$ cat src/rtl/ddr_align_pkg.sv
// Shared types and width helpers for the DDR input word aligner.
package ddr_align_pkg;

  typedef enum logic [1:0] {SEARCH, BLANK, VERIFY, LOCKED} lane_state_t;

  function automatic int offset_bits(input int word_bits);
    return (word_bits > 2) ? $clog2(word_bits) : 1;
  endfunction

  function automatic int count_bits(input int lock_count);
    return $clog2(lock_count + 1);
  endfunction

endpackage

$ cat src/rtl/ddr_lane_aligner.sv
// One lane: DDR bit-pair history, bit-slip word mux, word register and
// the training FSM that walks the slip offset until the pattern locks.
module ddr_lane_aligner
  import ddr_align_pkg::*;
#(
  parameter int                   WORD_BITS     = 8,
  parameter logic [WORD_BITS-1:0] TRAIN_PATTERN = 8'h1E,
  parameter int                   LOCK_COUNT    = 16,
  parameter int                   OFFSET_BITS   = offset_bits(WORD_BITS)
) (
  input  logic                   clk,
  input  logic                   rst,
  input  logic                   din0,
  input  logic                   din1,
  input  logic                   phase_last,
  input  logic                   train_en,
  output logic [WORD_BITS-1:0]   dout,
  output logic                   locked,
  output logic [OFFSET_BITS-1:0] offset
);

  localparam int HIST_BITS  = 2 * WORD_BITS;
  localparam int COUNT_BITS = count_bits(LOCK_COUNT);
  localparam logic [COUNT_BITS-1:0]  CNT_LAST = COUNT_BITS'(LOCK_COUNT - 1);
  localparam logic [OFFSET_BITS-1:0] OFS_LAST = OFFSET_BITS'(WORD_BITS - 1);

  logic [HIST_BITS-1:0]  hist, hist_next;
  logic [WORD_BITS-1:0]  word;
  logic                  match;
  logic [COUNT_BITS-1:0] count;
  lane_state_t           state;

  // din1 is the newest bit, so offset 0 is the word ending on the latest din1
  assign hist_next = {hist[HIST_BITS-3:0], din0, din1};
  assign word      = hist_next[offset +: WORD_BITS];
  assign match     = (word == TRAIN_PATTERN);

  // The two oldest history bits are shifted out before any word can use them.
  logic unused_hist_msbs;
  assign unused_hist_msbs = ^hist[HIST_BITS-1 -: 2];

  always_ff @(posedge clk or posedge rst) begin
    if (rst) begin
      hist   <= '0;
      dout   <= '0;
      state  <= SEARCH;
      offset <= '0;
      count  <= '0;
      locked <= 1'b0;
    end else begin
      hist <= hist_next;
      if (phase_last) begin
        dout <= word;
        if (train_en) begin
          case (state)
            SEARCH:
              if (match) begin
                count <= COUNT_BITS'(1);
                if (LOCK_COUNT == 1) begin
                  state  <= LOCKED;
                  locked <= 1'b1;
                end else begin
                  state <= VERIFY;
                end
              end else begin
                offset <= (offset == OFS_LAST) ? '0 : offset + 1'b1;
                state  <= BLANK;
              end
            // one word is discarded after every slip before looking again
            BLANK: state <= SEARCH;
            VERIFY:
              if (match) begin
                count <= count + 1'b1;
                if (count == CNT_LAST) begin
                  state  <= LOCKED;
                  locked <= 1'b1;
                end
              end else begin
                count <= '0;
                state <= SEARCH;
              end
            LOCKED:
              if (!match) begin
                count  <= '0;
                locked <= 1'b0;
                state  <= SEARCH;
              end
            default: state <= SEARCH;
          endcase
        end
      end
    end
  end

endmodule

$ cat src/rtl/ddr_input_word_aligner.sv
// Deserializes DDR bit pairs into per-lane words; shared word phase,
// valid strobe and lock reduction live here, per-lane work in ddr_lane_aligner.
module ddr_input_word_aligner
  import ddr_align_pkg::*;
#(
  parameter int                   LANES         = 16,
  parameter int                   WORD_BITS     = 8,
  parameter logic [WORD_BITS-1:0] TRAIN_PATTERN = 8'h1E,
  parameter int                   LOCK_COUNT    = 16,
  parameter int                   OFFSET_BITS   = offset_bits(WORD_BITS)
) (
  input  logic                         clk,
  input  logic                         rst,
  input  logic [LANES-1:0]             din0,
  input  logic [LANES-1:0]             din1,
  input  logic                         train_en,
  output logic [LANES*WORD_BITS-1:0]   dout,
  output logic                         dout_valid,
  output logic [LANES-1:0]             lane_locked,
  output logic                         all_locked,
  output logic [LANES*OFFSET_BITS-1:0] lane_offset
);

  localparam int PHASE_BITS = (WORD_BITS / 2 > 1) ? $clog2(WORD_BITS / 2) : 1;
  localparam logic [PHASE_BITS-1:0] PHASE_LAST = PHASE_BITS'(WORD_BITS / 2 - 1);

  logic [PHASE_BITS-1:0]                   phase;
  logic                                    phase_last;
  logic [LANES-1:0][WORD_BITS-1:0]         lane_word;
  logic [LANES-1:0][OFFSET_BITS-1:0]       lane_ofs;

  assign phase_last  = (phase == PHASE_LAST);
  assign dout        = lane_word;
  assign lane_offset = lane_ofs;

  // Phase free-runs from reset; train_en only gates the lane FSMs.
  always_ff @(posedge clk or posedge rst) begin
    if (rst) begin
      phase      <= '0;
      dout_valid <= 1'b0;
      all_locked <= 1'b0;
    end else begin
      phase      <= phase_last ? '0 : phase + 1'b1;
      dout_valid <= phase_last;
      all_locked <= &lane_locked;
    end
  end

  for (genvar i = 0; i < LANES; i++) begin : g_lane
    ddr_lane_aligner #(
      .WORD_BITS    (WORD_BITS),
      .TRAIN_PATTERN(TRAIN_PATTERN),
      .LOCK_COUNT   (LOCK_COUNT),
      .OFFSET_BITS  (OFFSET_BITS)
    ) u_lane (
      .clk       (clk),
      .rst       (rst),
      .din0      (din0[i]),
      .din1      (din1[i]),
      .phase_last(phase_last),
      .train_en  (train_en),
      .dout      (lane_word[i]),
      .locked    (lane_locked[i]),
      .offset    (lane_ofs[i])
    );
  end

endmodule

$ cat config.mk
export PLATFORM = sky130hd
export DESIGN_NAME = ddr_input_word_aligner
export DESIGN_NICKNAME = d
export VERILOG_FILES = /design/src/rtl/ddr_align_pkg.sv /design/src/rtl/ddr_lane_aligner.sv /design/src/rtl/ddr_input_word_aligner.sv
export SDC_FILE = /design/constraint.sdc
export NUM_CORES = 1
export LEC_CHECK = 0
export ABC_AREA = 1
export ABC_CLOCK_PERIOD_IN_PS = 26600
export CORE_UTILIZATION = 25
export DETAILED_ROUTE_END_ITERATION = 12
export HOLD_SLACK_MARGIN = 0.05
export PLACE_DENSITY = 0.39
export SLEW_MARGIN = 10
export SYNTH_ARGS = -nofsm -noshare
export SYNTH_HDL_FRONTEND = slang
export SYNTH_SLANG_ARGS = --single-unit
$ cat constraint.sdc
create_clock -name clk -period 26.6 [get_ports clk]
set_input_delay 6.65 -clock clk [delete_from_list [all_inputs] [get_ports clk]]
set_output_delay 6.65 -clock clk [all_outputs]
set_load 0.005 [all_outputs]
== Word level (Yosys, flattened, before mapping) ==
Cells that the tools add are included.

* Shift-type cells: 16
* Bitwise gates (word level): 16
* Reductions and logical operators: 113
* $add $sub $neg: 33
* Multiplexer cells: 225
* Equal/unequal tests: 177

{| class="wikitable"
|+ Operators by type and width
! cell !! count
|-
| 16-bit by 4-bit indexed part select with 8-bit output || 16
|-
| 5-bit two-way mux || 48
|-
| 5-bit case mux with 3 select lines || 16
|-
| 2-bit two-way mux || 65
|-
| 8-bit by 5-bit == test with 1-bit output (second input constant) || 16
|-
| 2-bit case mux with 4 select lines || 16
|-
| 4-bit AND reduction || 32
|-
| 2-bit by 1-bit != test with 1-bit output (second input constant) || 48
|-
| 6-bit AND reduction || 16
|-
| 5-bit by 1-bit adder with 5-bit output (second input constant) || 16
|-
| 5-bit by 4-bit == test with 1-bit output (second input constant) || 16
|-
| 5-bit AND reduction || 16
|-
| 2-bit == test (second input constant) || 33
|-
| 3-bit by 1-bit adder with 3-bit output (second input constant) || 16
|-
| 3-bit == test (second input constant) || 16
|-
| 1-bit two-way mux || 48
|-
| 3-bit two-way mux || 16
|-
| 3-bit != test (second input constant) || 16
|-
| 3-bit nonzero test || 16
|-
| 2-bit by 1-bit == test with 1-bit output (second input constant) || 16
|-
| 2-bit zero test || 16
|-
| 2-bit != test (second input constant) || 16
|-
| 1-bit case mux with 2 select lines || 16
|-
| 2-bit nonzero test || 16
|-
| other kinds (3) || 18
|}

* Register bits: 532
* Logic and storage cells: 679
* Bits of input ports: 35

== Longest topological paths before layout ==
* Depth in word-level cells: 4
* Depth in mapped cells: 16
* Depth with buffers taken out: 15

== By module ==
From an unflattened synthesis, not the netlist that was laid out.

* Cell total of the unflattened synthesis: 3653
* Area, all modules: 29539.6 µm²

{| class="wikitable"
|+ By module, submodules not included
! module !! instances !! seq. area each (µm²) !! cells an instance !! area each (µm²)
|-
| ddr_lane_aligner (g_lane[2].u_lane ...) || 7 || 800.8 || 227 || 1835.5
|-
| ddr_lane_aligner (g_lane[0].u_lane ...) || 5 || 800.8 || 227 || 1833.0
|-
| ddr_lane_aligner (g_lane[15].u_lane ...) || 2 || 800.8 || 227 || 1828.0
|-
| ddr_lane_aligner (g_lane[9].u_lane) || 1 || 800.8 || 227 || 1860.5
|-
| ddr_lane_aligner (g_lane[14].u_lane) || 1 || 800.8 || 226 || 1833.0
|-
| ddr_input_word_aligner || 1 || 100.1 || 22 || 176.4
|}

== Worst setup path after synthesis ==
Ideal clock, no wire load.

* Kind: input-to-reg
* Start: input train_en
* End: register g_lane[2].u_lane.offset[2]
* Arrival: 7.643 ns
* Library setup time: 0.126 ns
* Setup slack: 18.831 ns
* Stages on the path: 7
* Required time: 26.474 ns
* Path through: nand2_1 > inv_1 > buf_2 > buf_1 > nand3_1 > nor2_1 > a21oi_1

* Word-level cells in the longest chain between the ends: 1

{| class="wikitable"
|+ Ends and longest elaborated chain
! element !! line !! source
|-
| start: declaration || ddr_input_word_aligner.sv:16 || <nowiki>input logic train_en,</nowiki>
|-
| 4-bit AND reduction (no source line) || - ||
|-
| end signal: assignment || ddr_lane_aligner.sv:66 || <nowiki>offset <= (offset == OFS_LAST) ? '0 : offset + 1'b1;</nowiki>
|-
| end: declaration || ddr_lane_aligner.sv:19 || <nowiki>output logic [OFFSET_BITS-1:0] offset</nowiki>
|}

Every way passes these cells.
A chain may end at the register's enable or synchronous reset.

==> impl_metrics.toml <==
[timing]
rsz0062_at_grt = "no"
timing.fmax_ghz = 0.113
fin_tns_setup_ns = 0
period_minus_slack_ns = 8.88
skew_ns = 0.0237
final-setup-viol-count = 0
slew_violations = 0
fin_crit_sh_pct = 33.4
hold_ws_ns = 0.371
worst_slew_pin_slew_ns = 0.938
relSlewSlack_pct = 37.5
finalHoldViolations = 0

[drt]
antenna_left = 0
viasPerCell = 4.46
drt-total-wl_mm = 78.5
routedWlPerCell_um = 14.7
drcViolationCount = 0
vias = 23792
first_pass_iters = 7
drtIter0Drc = 1297

[synthesis]
avgSynthCellArea_sq_um = 7.74
synth_xor_area_share_pct = 0.996
synth_top_cell_area_share_pct = 45.9
synth-edff-count = 0
synth-compound-area-share_pct = 5.28
synth.distinct_cells = 39
yosys.area_share.simple_pct = 37.6
yosysSeqAreaShare_pct = 45.9
ys_warn_count = 0
synth_top_family_by_area = "simple AND/OR/NAND/NOR gates"
synth-async-reset-ratio_pct = 100
synth_fa_ha_area_share_pct = 2.89
synth_mux_area_share_pct = 0
netlist_area_sq_mm = 0.0281
synth_fp_nets = 3733
ys_ff_latch = 516
synth_area_leader_cell = "dfrtp_1"
synth_cells = 3633
synthTopCellsByArea = "dfrtp_1, nand2_1, nand3_1"
synthFlopType = "dfrtp_1"

[cts]
cts_tree = "done"
cts_buffer_depth = 3
path_clk_slew_ns = 0.05
clock-sinks = 516
postCtsSetupBuffers = 0
ctsResizeCount = 0
worstSkewPairLatency_ns = 0.63
root_buffer = "clkbuf_16"
cts_buffers = 69
ctsHoldBuffers = 0
htree_levels = 3

[worst_setup_path]
crit_required_ns = 27.24
reg2reg_depth = 11
startpoint_type = "input port"
reg2reg_slack_ns = 23.05
crit_type = "in -> async"
worst_r2r_endpoint = "g_lane[13].u_lane.count[0]$_DFFE_PP0P_"
reg2reg_from = "phase[0]$_DFF_PP0_"
critical_path_arrival_ns = 9.52
critPathLaunch = "rst"
cp_max_fo = 111
end_kind = "asynchronous set/reset pin"

[min_path]
min_path_type = "reg -> reg"
min_to = "g_lane[1].u_lane.hist[12]$_DFF_PP0_"
hold_path_depth = 0
hold_start = "g_lane[1].u_lane.hist[10]$_DFF_PP0_"

[floorplan]
die_area_sq_mm = 0.114
die_x_um = 337
core_sq_mm = 0.111
rows = 122
die_h_um = 337
ios = 229
start_util_pct = 25.3

[global_route]
grt_pass1_vias = 23363
antenna_found_initial = 2
grt_pass1_wl_mm = 128
grt-ovfl-total = 0
grtUsageTotal_pct = 13.9
grt_max_degree = 152

[placement]
dpl.hpwl_mm = 53.8
place_inst = 5209
gp_congestion = 0.771
port_buffers = 228

[power_and_ir_drop]
p_per_area_mw_per_mm2 = 105
p_leak_nw = 16.3
irDropWorstVdd_mv = 0.0394

[finish]
finalNonFillerCells = 5335
nFillCells = 12046
n_antenna_cell = 0
utilization_pct = 30.4
nets = 3892
drive_gt1_share_pct = 9.25
syn_to_final_growth_pct = 20.0

[run_status]
status = "complete, no violations"

[run]
cap_violations = 0
how the worst max path moves through the flow:
stage	end	slack, ns	cells past startpoint
3_5_place_dp	g_lane[7].u_lane.state[1]$_DFFE_PP0P_	16.86	4
6_report	g_lane[14].u_lane.hist[6]$_DFF_PP0_	17.72	4
5_1_grt	g_lane[7].u_lane.hist[2]$_DFF_PP0_	17.24	4
3_3_place_gp	g_lane[14].u_lane.hist[2]$_DFF_PP0_	16.89	4
4_1_cts	g_lane[7].u_lane.hist[0]$_DFF_PP0_	17.56	4
2_1_floorplan	all_locked$_DFF_PP0_	5.54	1
registers in the layout (all words and copies together) (netlist names):
signal / cells
g_lane.u_lane.state: 32
g_lane.u_lane.dout: 128
dout_valid: 1
phase: 2
all_locked: 1
g_lane.u_lane.count: 80
g_lane.u_lane.offset: 48
g_lane.u_lane.hist: 208
g_lane.u_lane.locked: 16
layer usage:
metal	share of wire, %	track usage (%)	wire [um]
met1	49	19.2	38400
met2	45	22.0	35300
met3	3.7	2.30	2880
met4	2.4	4.29	1870
met5	0	0	0
cells by family after synthesis:
kind of cell / Yosys count
compound gates: 254
fa+ha+maj: 65
buf+inv: 413
xor+xnor: 32
flops: 516
simple gates: 2353
through the flow:
stage / setup WS [ns] / area [sq um] / total power, W
3_3_place_gp: 16.89 / 31400 / 0.00262
4_1_cts: 17.56 / 33800 / 0.00362
5_1_grt: 17.24 / 33800 / 0.00385
3_5_place_dp: 16.86 / 31400 / 0.00260
6_report: 17.72 / 33800 / 0.00354
2_1_floorplan: 5.54 / 28100 / 0.00210
cell usage after synthesis, types with 33 or more instances:
cell and count:
nand3_2 51, nand2_1 1317, o21ai_0 107, a31oi_1 64
nor2_1 202, buf_6 34, buf_2 46, ha_1 65
inv_1 200, nand2_2 71, nand3_1 612, dfrtp_1 516
buf_4 33
area by class of cell:
class | instances | area (sq um) | area share [%]
tap | 1488 | 1860 | 5.51
timing repair buffer | 239 | 2380 | 7.04
sequential | 516 | 12900 | 38.2
clock buffer | 99 | 2060 | 6.11
clock inverter | 27 | 324 | 0.960
inverter | 262 | 1040 | 3.09
multi-input combinational | 2704 | 13200 | 39.0
layout by cell type, fill, tap and decap left out, drive strengths merged:
cell,count
a21o,1
a21oi,7
a31oi,64
and2,1
and3,16
buf,11
bufinv,6
clkbuf,99
clkdlybuf4s50,228
clkinv,30
clkinvlp,5
dfrtp,516
ha,65
inv,248
nand2,1405
nand3,663
nand3b,8
nand4,14
nor2,241
nor3,4
nor4,1
o2111ai,16
o211ai,28
o21a,1
o21ai,137
xnor2,16
xor2,16
worst max-delay path, stage by stage:
cell and delay (ns):
clkdlybuf4s50_1 0.49, inv_8 0.58, buf_4 0.80, buf_4 0.77
report_power, final:
part           switching (W)  internal, W
combinational       0.000797     0.000573
clock               0.000378     0.000599
sequential          0.000255     0.000938
Power figures use the tool's default switching activity.
